[config.mk]
export PLATFORM = sky130hd
export DESIGN_NAME = via6522_lite_flat
export DESIGN_NICKNAME = d
export VERILOG_FILES = /design/src/rtl/via6522_lite_if.sv /design/src/rtl/via6522_lite.sv /design/src/flat_wrapper.sv
export SDC_FILE = /design/constraint.sdc
export NUM_CORES = 1
export LEC_CHECK = 0
export BUFFER_PORTS_ARGS = -buffer_cell sky130_fd_sc_hd__buf_2
export CAP_MARGIN = 20
export CORE_ASPECT_RATIO = 0.8
export CORE_MARGIN = 5
export CORE_UTILIZATION = 30
export DETAILED_ROUTE_END_ITERATION = 16
export MAX_ROUTING_LAYER = met4
export SETUP_SLACK_MARGIN = 0.05
export SLEW_MARGIN = 20
export SYNTH_ARGS = -nofsm -noshare
export SYNTH_HDL_FRONTEND = slang
export SYNTH_SLANG_ARGS = --single-unit
[constraint.sdc]
create_clock -name clk -period 2.99 [get_ports clk]
set_input_delay 0.598 -clock clk [delete_from_list [all_inputs] [get_ports clk]]
set_output_delay 0.598 -clock clk [all_outputs]
set_load 0.01 [all_outputs]
[src/rtl/via6522_lite_if.sv]
// CPU-side bus of the via6522_lite: chip select, direction, register select,
// data in both directions and the interrupt request.
`timescale 1ns/1ps

interface via6522_lite_if;
    logic       cs;
    logic       rnw;
    logic [3:0] addr;
    logic [7:0] din;
    logic [7:0] dout;
    logic       irq_n;

    modport master (output cs, rnw, addr, din, input dout, irq_n);
    modport slave  (input cs, rnw, addr, din, output dout, irq_n);
endinterface

[src/rtl/via6522_lite.sv]
// Reduced 6522 VIA: two 8-bit ports, CA1/CB1 edge flags, T1 one-shot/free-run
// and optional T2 one-shot timer (present only when VIA_TIMER2_EN is defined).
`timescale 1ns/1ps

module via6522_lite (
    input  logic          clk,
    input  logic          reset_n,
    via6522_lite_if.slave bus,
    input  logic [7:0]    pa_in,
    input  logic [7:0]    pb_in,
    output logic [7:0]    pa_out,
    output logic [7:0]    pb_out,
    output logic [7:0]    pa_oe,
    output logic [7:0]    pb_oe,
    input  logic          ca1,
    input  logic          cb1
);

    typedef enum logic [3:0] {
        REG_ORB  = 4'h0, REG_ORA  = 4'h1, REG_DDRB = 4'h2, REG_DDRA = 4'h3,
        REG_T1CL = 4'h4, REG_T1CH = 4'h5, REG_T1LL = 4'h6, REG_T1LH = 4'h7,
        REG_T2CL = 4'h8, REG_T2CH = 4'h9, REG_SR   = 4'hA, REG_ACR  = 4'hB,
        REG_PCR  = 4'hC, REG_IFR  = 4'hD, REG_IER  = 4'hE, REG_ORA_NH = 4'hF
    } reg_e;

    reg_e        reg_sel;
    logic        wr, rd;

    logic [7:0]  ora_q, ora_d, orb_q, orb_d;
    logic [7:0]  ddra_q, ddra_d, ddrb_q, ddrb_d;
    logic [7:0]  acr_q, acr_d, pcr_q, pcr_d;
    logic [6:0]  ifr_q, ifr_d, ier_q, ier_d;
    logic [6:0]  ifr_set, ifr_clr;
    logic [2:0]  ca_sync_q, ca_sync_d, cb_sync_q, cb_sync_d;
    logic        ca_edge, cb_edge;

    logic [15:0] t1_cnt_q, t1_cnt_d, t1_lat_q, t1_lat_d;
    logic        t1_armed_q, t1_armed_d, t1_reload_q, t1_reload_d;
    logic        t1_load, t1_timeout;

`ifdef VIA_TIMER2_EN
    logic [15:0] t2_cnt_q, t2_cnt_d;
    logic [7:0]  t2_lat_q, t2_lat_d;
    logic        t2_armed_q, t2_armed_d;
    logic        t2_load, t2_timeout;
`endif

    assign reg_sel = reg_e'(bus.addr);
    assign wr      = bus.cs & ~bus.rnw;
    assign rd      = bus.cs & bus.rnw;

    // sync bit1 is the synchronised level, bit2 its previous value
    assign ca_edge = pcr_q[0] ? (ca_sync_q[1] & ~ca_sync_q[2]) : (~ca_sync_q[1] & ca_sync_q[2]);
    assign cb_edge = pcr_q[4] ? (cb_sync_q[1] & ~cb_sync_q[2]) : (~cb_sync_q[1] & cb_sync_q[2]);

    assign t1_load    = wr & (reg_sel == REG_T1CH);
    assign t1_timeout = t1_armed_q & (t1_cnt_q == '0);
`ifdef VIA_TIMER2_EN
    assign t2_load    = wr & (reg_sel == REG_T2CH);
    assign t2_timeout = t2_armed_q & (t2_cnt_q == '0);
`endif

    always_comb begin
        ora_d       = ora_q;
        orb_d       = orb_q;
        ddra_d      = ddra_q;
        ddrb_d      = ddrb_q;
        acr_d       = acr_q;
        pcr_d       = pcr_q;
        ier_d       = ier_q;
        t1_lat_d    = t1_lat_q;
        t1_cnt_d    = t1_cnt_q;
        t1_armed_d  = t1_armed_q;
        t1_reload_d = 1'b0;
        ifr_set     = '0;
        ifr_clr     = '0;
        ca_sync_d   = {ca_sync_q[1:0], ca1};
        cb_sync_d   = {cb_sync_q[1:0], cb1};
`ifdef VIA_TIMER2_EN
        t2_lat_d    = t2_lat_q;
        t2_cnt_d    = t2_cnt_q;
        t2_armed_d  = t2_armed_q;
`endif

        if (wr) begin
            case (reg_sel)
                REG_ORB:              orb_d  = bus.din;
                REG_ORA, REG_ORA_NH:  ora_d  = bus.din;
                REG_DDRB:             ddrb_d = bus.din;
                REG_DDRA:             ddra_d = bus.din;
                REG_T1CL, REG_T1LL:   t1_lat_d[7:0]  = bus.din;
                REG_T1CH, REG_T1LH:   t1_lat_d[15:8] = bus.din;
`ifdef VIA_TIMER2_EN
                REG_T2CL:             t2_lat_d = bus.din;
`endif
                REG_ACR:              acr_d  = bus.din;
                REG_PCR:              pcr_d  = bus.din;
                REG_IFR:              ifr_clr = bus.din[6:0];
                REG_IER:              ier_d  = bus.din[7] ? (ier_q | bus.din[6:0])
                                                          : (ier_q & ~bus.din[6:0]);
                default: ;
            endcase
        end

        // Free-run timeout passes through 0xFFFF before reloading, giving N+2
        if (t1_load) begin
            t1_cnt_d   = {bus.din, t1_lat_q[7:0]};
            t1_armed_d = 1'b1;
        end else if (t1_reload_q) begin
            t1_cnt_d = t1_lat_q;
        end else begin
            t1_cnt_d = t1_cnt_q - 16'd1;
            if (t1_timeout) begin
                t1_armed_d  = acr_q[6];
                t1_reload_d = acr_q[6];
            end
        end

`ifdef VIA_TIMER2_EN
        if (t2_load) begin
            t2_cnt_d   = {bus.din, t2_lat_q};
            t2_armed_d = 1'b1;
        end else begin
            t2_cnt_d = t2_cnt_q - 16'd1;
            if (t2_timeout) t2_armed_d = 1'b0;
        end
        ifr_set[5]  = t2_timeout & ~t2_load;
        ifr_clr[5]  = ifr_clr[5] | (rd & (reg_sel == REG_T2CL)) | t2_load;
`endif

        ifr_set[1] = ca_edge;
        ifr_set[4] = cb_edge;
        ifr_set[6] = t1_timeout & ~t1_load;
        ifr_clr[1] = ifr_clr[1] | (bus.cs & (reg_sel == REG_ORA));
        ifr_clr[4] = ifr_clr[4] | (bus.cs & (reg_sel == REG_ORB));
        ifr_clr[6] = ifr_clr[6] | (rd & (reg_sel == REG_T1CL))
                                | (wr & (reg_sel == REG_T1LH)) | t1_load;
        // Set beats clear; a timer load suppresses its own set above
        ifr_d = (ifr_set | (ifr_q & ~ifr_clr)) & 7'b111_0010;
    end

    always_comb begin
        bus.dout = '0;
        case (reg_sel)
            REG_ORB:             bus.dout = (orb_q & ddrb_q) | (pb_in & ~ddrb_q);
            REG_ORA, REG_ORA_NH: bus.dout = pa_in;
            REG_DDRB:            bus.dout = ddrb_q;
            REG_DDRA:            bus.dout = ddra_q;
            REG_T1CL:            bus.dout = t1_cnt_q[7:0];
            REG_T1CH:            bus.dout = t1_cnt_q[15:8];
            REG_T1LL:            bus.dout = t1_lat_q[7:0];
            REG_T1LH:            bus.dout = t1_lat_q[15:8];
`ifdef VIA_TIMER2_EN
            REG_T2CL:            bus.dout = t2_cnt_q[7:0];
            REG_T2CH:            bus.dout = t2_cnt_q[15:8];
`endif
            REG_ACR:             bus.dout = acr_q;
            REG_PCR:             bus.dout = pcr_q;
            REG_IFR:             bus.dout = {|(ifr_q & ier_q), ifr_q};
            REG_IER:             bus.dout = {1'b1, ier_q};
            default:             bus.dout = '0;
        endcase
    end

    assign bus.irq_n = ~|(ifr_q & ier_q);
    assign pa_out    = ora_q;
    assign pb_out    = orb_q;
    assign pa_oe     = ddra_q;
    assign pb_oe     = ddrb_q;

    always_ff @(posedge clk) begin
        if (!reset_n) begin
            ora_q       <= '0;
            orb_q       <= '0;
            ddra_q      <= '0;
            ddrb_q      <= '0;
            acr_q       <= '0;
            pcr_q       <= '0;
            ifr_q       <= '0;
            ier_q       <= '0;
            ca_sync_q   <= '0;
            cb_sync_q   <= '0;
            t1_cnt_q    <= '0;
            t1_lat_q    <= '0;
            t1_armed_q  <= 1'b0;
            t1_reload_q <= 1'b0;
`ifdef VIA_TIMER2_EN
            t2_cnt_q    <= '0;
            t2_lat_q    <= '0;
            t2_armed_q  <= 1'b0;
`endif
        end else begin
            ora_q       <= ora_d;
            orb_q       <= orb_d;
            ddra_q      <= ddra_d;
            ddrb_q      <= ddrb_d;
            acr_q       <= acr_d;
            pcr_q       <= pcr_d;
            ifr_q       <= ifr_d;
            ier_q       <= ier_d;
            ca_sync_q   <= ca_sync_d;
            cb_sync_q   <= cb_sync_d;
            t1_cnt_q    <= t1_cnt_d;
            t1_lat_q    <= t1_lat_d;
            t1_armed_q  <= t1_armed_d;
            t1_reload_q <= t1_reload_d;
`ifdef VIA_TIMER2_EN
            t2_cnt_q    <= t2_cnt_d;
            t2_lat_q    <= t2_lat_d;
            t2_armed_q  <= t2_armed_d;
`endif
        end
    end

endmodule

[src/flat_wrapper.sv]
// flat-port wrapper written by rule: the top's interface ports become plain ports
module via6522_lite_flat 
  (clk, reset_n, pa_in, pb_in, pa_out, pb_out, pa_oe, pb_oe, ca1, cb1, bus_cs, bus_rnw, bus_addr, bus_din, bus_dout, bus_irq_n);
  via6522_lite_if bus_i ();
  input  logic clk;
  input  logic reset_n;
  input  logic [7:0] pa_in;
  input  logic [7:0] pb_in;
  output logic [7:0] pa_out;
  output logic [7:0] pb_out;
  output logic [7:0] pa_oe;
  output logic [7:0] pb_oe;
  input  logic ca1;
  input  logic cb1;
  input wire logic [$bits(bus_i.cs)-1:0] bus_cs;
  input wire logic [$bits(bus_i.rnw)-1:0] bus_rnw;
  input wire logic [$bits(bus_i.addr)-1:0] bus_addr;
  input wire logic [$bits(bus_i.din)-1:0] bus_din;
  output wire logic [$bits(bus_i.dout)-1:0] bus_dout;
  output wire logic [$bits(bus_i.irq_n)-1:0] bus_irq_n;
  assign bus_i.cs = bus_cs;
  assign bus_i.rnw = bus_rnw;
  assign bus_i.addr = bus_addr;
  assign bus_i.din = bus_din;
  assign bus_dout = bus_i.dout;
  assign bus_irq_n = bus_i.irq_n;
  via6522_lite u_core (.clk(clk), .reset_n(reset_n), .bus(bus_i), .pa_in(pa_in), .pb_in(pb_in), .pa_out(pa_out), .pb_out(pb_out), .pa_oe(pa_oe), .pb_oe(pb_oe), .ca1(ca1), .cb1(cb1));
endmodule
### Word level (Yosys, flattened, before mapping)

Index checks and enable logic that the tools add are counted.

* word-level logic and storage cells: 97
* bits in registers: 102
* bits of input ports: 34

* add/sub/neg operators: 1
* multiplexer cells: 11
* equality and inequality tests: 13
* reduce and logical (&&, ||, !) cells: 19
* bitwise operators: 37

Operators by type and width (number)
* case mux 8 bit (12 select lines): 1
* two-way mux 16 bit: 2
* bitwise AND 7 bit: 3
* two-way mux 7 bit: 3
* == test 4 bit (second input constant): 5
* AND reduction 2 bit: 10
* bitwise AND 8 bit: 2
* == test 4 x 3 -> 1 bit (second input constant): 4
* logical NOT 16 bit: 1
* subtractor 16 x 1 -> 16 bit (second input constant): 1
* NOT 7 bit: 2
* bitwise OR 7 bit: 2
* bitwise AND 1 bit: 13
* == test 4 x 2 -> 1 bit (second input constant): 2
* NOT 1 bit: 8
* NOT 8 bit: 1
* bitwise OR 8 bit: 1
* OR reduction 7 bit: 1
* OR reduction 2 bit: 3
* two-way mux 1 bit: 5
* bitwise OR 1 bit: 5
* == test 4 x 1 -> 1 bit (second input constant): 1
* logical NOT 4 bit: 1
* OR reduction 4 bit: 1
* other kinds (3): 3

### Depth between registers and ports, before layout

* depth in word-level cells: 9
* depth in mapped cells: 8

### Least setup slack after synthesis

Ideal clock, no wire load.

* kind: input to output
* from: input port bus_addr[3]
* to: output port bus_dout[4]
* setup slack: 0.419 ns
* stages on the path: 8
* data required time: 2.392 ns
* arrival: 1.973 ns
* path through: buf_2 -> buf_2 -> buf_2 -> buf_1 -> mux2i_1 -> nor2_1 -> o21ai_0 -> nand3_1

* cells in the longest elaborated chain, start to end: 3
* elaborated cells on any way between the ends: 15
* those cells by class: eq/ne: 12; mux: 1; reduce/logical: 2

RTL lines
* start, declared: line flat_wrapper.sv:17 `input wire logic [$bits(bus_i.addr)-1:0] bus_addr;`
* == test 4 bit / == test 4 x 1 -> 1 bit (equally long branches): line via6522_lite.sv:144 `case (reg_sel)`
* OR reduction 2 bit: line via6522_lite.sv:144
* case mux 8 bit (12 select lines) (*): line via6522_lite.sv:144
* end, declared: line flat_wrapper.sv:19 `output wire logic [$bits(bus_i.dout)-1:0] bus_dout;`

Every way passes the cells marked *; elsewhere a longest branch is shown, timed or not.

### Worst setup path after layout

* from: input port bus_addr[0]
* to: output port bus_dout[3]

The elaborated chain is that of the path after synthesis.

==> summary.txt <==
status: finished, final reports clean
WL/cell: 20.5 um
largest net degree at the start of global routing: 48
Clock Latency Late Sink: 0.36 ns
Synth Register Bits: 99
CTS tree: yes
HPWL after DPL: 12900 um
Pwr Density: 535 mW/mm^2
flop-to-flop setup slack: 0.80 ns
dominant synthesized flop cell: dfxtp_1
DRT iter0 DRCs: 469
cell repeated most along the worst path: buf_2
clk root buf: clkbuf_16
Crit. End Element: primary output
Min Hold Slack: 0.444 ns
Core Area: 0.0166 mm^2
Layout area overhead: 19.5%
CTS Buf Count: 9
Crit Path Class: primary input to primary output
post-cts resize count: 0
Syn Area/Cell: 8.74 um^2
Setup WS pre-CTS: 0.184 ns
Post-synth EDFFs: 0
synth warn: 0
Initial Util: 30.6%
Post CTS Setup Buffer Count: 0
reg2reg start: u_core.t1_cnt_q[0]$_SDFF_PN0_
vias in the first global route: 4466
Final Cell Area: 0.00605 mm^2
total routed wirelength: 17800 um
first-pass GRT wire length: 27400 um
die area: 0.0196 mm^2
Critical Path Source: bus_addr[0]
DIE HEIGHT: 126 um
library cells used by synthesis: 72
crit path time final: 2.81 ns
Final GP Congestion: 0.928
Leak Pwr: 2.59 nW
Worst-path clk slew: 0.07 ns
fillers: 1732
Slew Limit Fails: 0
fin cells: 868
Max Cap Viol: 0
Min-Delay Path Class: flip-flop to flip-flop
setup violators final: 0
layout cell share with drive strength beyond 1: 22.7%
unrepaired setup endpoints after global routing: false
Die X: 155 um
hold buffers post-CTS: 0
Worst Path Max Fanout: 17
Routed Antenna Nets: 0
CP arrival: 2.21 ns
Post-Syn Area: 0.00506 mm^2
Clock Sinks: 99
register area share after synthesis: 39.2%
Final Power: 3.24 mW
Critical Path Start Type: primary input
ant diodes: 0
antenna violations before repair: 0
Synth async-reset ratio: 0%
worst slew pin tran: 0.634 ns
fin util: 36.5%
R2R Path End: u_core.t1_cnt_q[12]$_SDFF_PN0_
Relative slew margins: 57.6%
drt pass-1 iters: 5
Max Clk Rate: 356 MHz
slowest cell on the critical path: a221oi_1
IO Port Bufs: 74
NumNets Final: 678
total track usage: 18.6%
Vias: 4721
# DRC: 0
final hold vios: 0
Mapped Nets: 614
worst-case hold path end point: u_core.cb_sync_q[1]$_SDFF_PN0_
skew final: 0.0101 ns
H-Tree Depth: 3
worst hold start: u_core.cb_sync_q[0]$_SDFF_PN0_
final worst-path setup slack: 0.181 ns
placed inst area: 0.00575 mm^2
Cell Rows: 42
grt total ovfl: 0
CP peak stage delay: 0.43 ns
IO Pins: 75
final period utilization: 94.0%
Clock Path Buffers: 2
Worst Hold Depth: 1
Post-Route Setup TNS: 0 ns
placed cells: 852
Max VDD drop: 0.241 mV
DR vias/cell: 5.44
Reg2Reg Depth: 6
Synth Instances: 579
WP data required: 2.39 ns
CP cell instances: buf_2, buf_4, mux2_2, a221oi_1, nand3_1, buf_2
## power by group
| part | internal [mW] | leakage (nW) | switching, mW |
|---|---|---|---|
| combinational | 0.253 | 1.64 | 0.316 |
| sequential | 1.39 | 0.802 | 0.105 |
| clock | 0.589 | 0.147 | 0.587 |
| total | 2.23 | 2.59 | 1.01 |
## flip-flops by register name, indices dropped and copies added, names as in the netlist, named ones only
name,flops
u_core.t1_cnt_q,16
u_core.t1_lat_q,16
u_core.acr_q,8
u_core.pa_oe,8
u_core.pa_out,8
u_core.pb_oe,8
u_core.pb_out,8
u_core.pcr_q,8
u_core.ifr_q,4
u_core.ca_sync_q,3
u_core.cb_sync_q,3
u_core.t1_armed_q,1
u_core.t1_reload_q,1
## how the worst max path moves through the flow
| stage | end | slack, ns | depth (start not counted) |
|---|---|---|---|
| 2_1_floorplan | bus_dout[4] | 0.42 | 8 |
| 3_3_place_gp | bus_dout[1] | 0.21 | 7 |
| 3_5_place_dp | bus_dout[1] | 0.18 | 6 |
| 4_1_cts | bus_dout[1] | 0.17 | 6 |
| 5_1_grt | bus_dout[7] | 0.07 | 7 |
| 6_report | bus_dout[3] | 0.18 | 6 |
## kinds of logic (layout without fill, tap and decap cells)
logic type	count (synthesis)	in the layout	synth area share [%]
fa+ha+maj	1	1	0.247
buf+inv	62	131	5.09
xor+xnor	8	8	1.38
simple gates	222	222	22.3
flops	99	99	39.2
compound gates	100	100	14.2
mux	87	87	17.7
## worst max-delay path: cells and delay by family
family	cells	cell delay (ns)
mux	1	0.33
compound gates	1	0.43
simple gates	1	0.14
buf+inv	3	0.70
## cell usage in the layout, fill, tap and decap left out, types with 3 or more instances in the layout
master and instances:
dfxtp_1 99, nor2_1 84, mux2i_1 78, buf_2 74
nand2_1 34, nand3_1 31, buf_4 29, a21oi_1 18
o21ai_0 14, clkbuf_16 9, inv_1 8, nor2b_1 8
mux2_2 8, xnor2_1 8, or4_1 7, a22oi_1 7
nand2b_1 7, a211oi_1 7, and2_1 7, a31oi_1 6
a32oi_1 4, nor3_1 4, nand3b_1 4, o22ai_1 4
and3_1 4, nor4_1 4, o221ai_1 4, and4b_1 3
a221oi_1 3, or2_2 3, a22o_1 3, o31ai_1 3
## per-layer routing
layer  wire length [um]  global-route usage, %  part of all wire (%)  vias up
met2               7170                   24.8                    40      178
li1                   -                      -                     -     2221
met1               9190                   28.6                    52     2305
met3               1210                   3.98                   6.8       17
met4                199                   3.91                   1.1        0
met5                  0                      -                     0        -
## synth_stat cells, types with 8 or more instances
| library cell | count | area share [%] |
|---|---|---|
| dfxtp_1 | 99 | 39 |
| nor2_1 | 84 | 6.2 |
| mux2i_1 | 78 | 15 |
| clkbuf_1 | 40 | 3.0 |
| nand2_1 | 34 | 2.5 |
| nand3_1 | 31 | 3.1 |
| a21oi_1 | 18 | 1.8 |
| o21ai_0 | 14 | 1.4 |
| buf_2 | 8 | 0.79 |
| inv_1 | 8 | 0.59 |
| mux2_2 | 8 | 1.8 |
| nor2b_1 | 8 | 0.99 |
| xnor2_1 | 8 | 1.4 |
## area by class of cell
class	instances	area [um^2]	area share [%]
inverter	10	41.3	0.683
tap	220	275	4.55
clock buffer	9	225	3.72
sequential	99	1980	32.8
multi-input combinational	418	2830	46.7
timing repair buffer	105	628	10.4
clock inverter	7	70.1	1.16
Note: power is estimated with default switching activity, not from simulation.
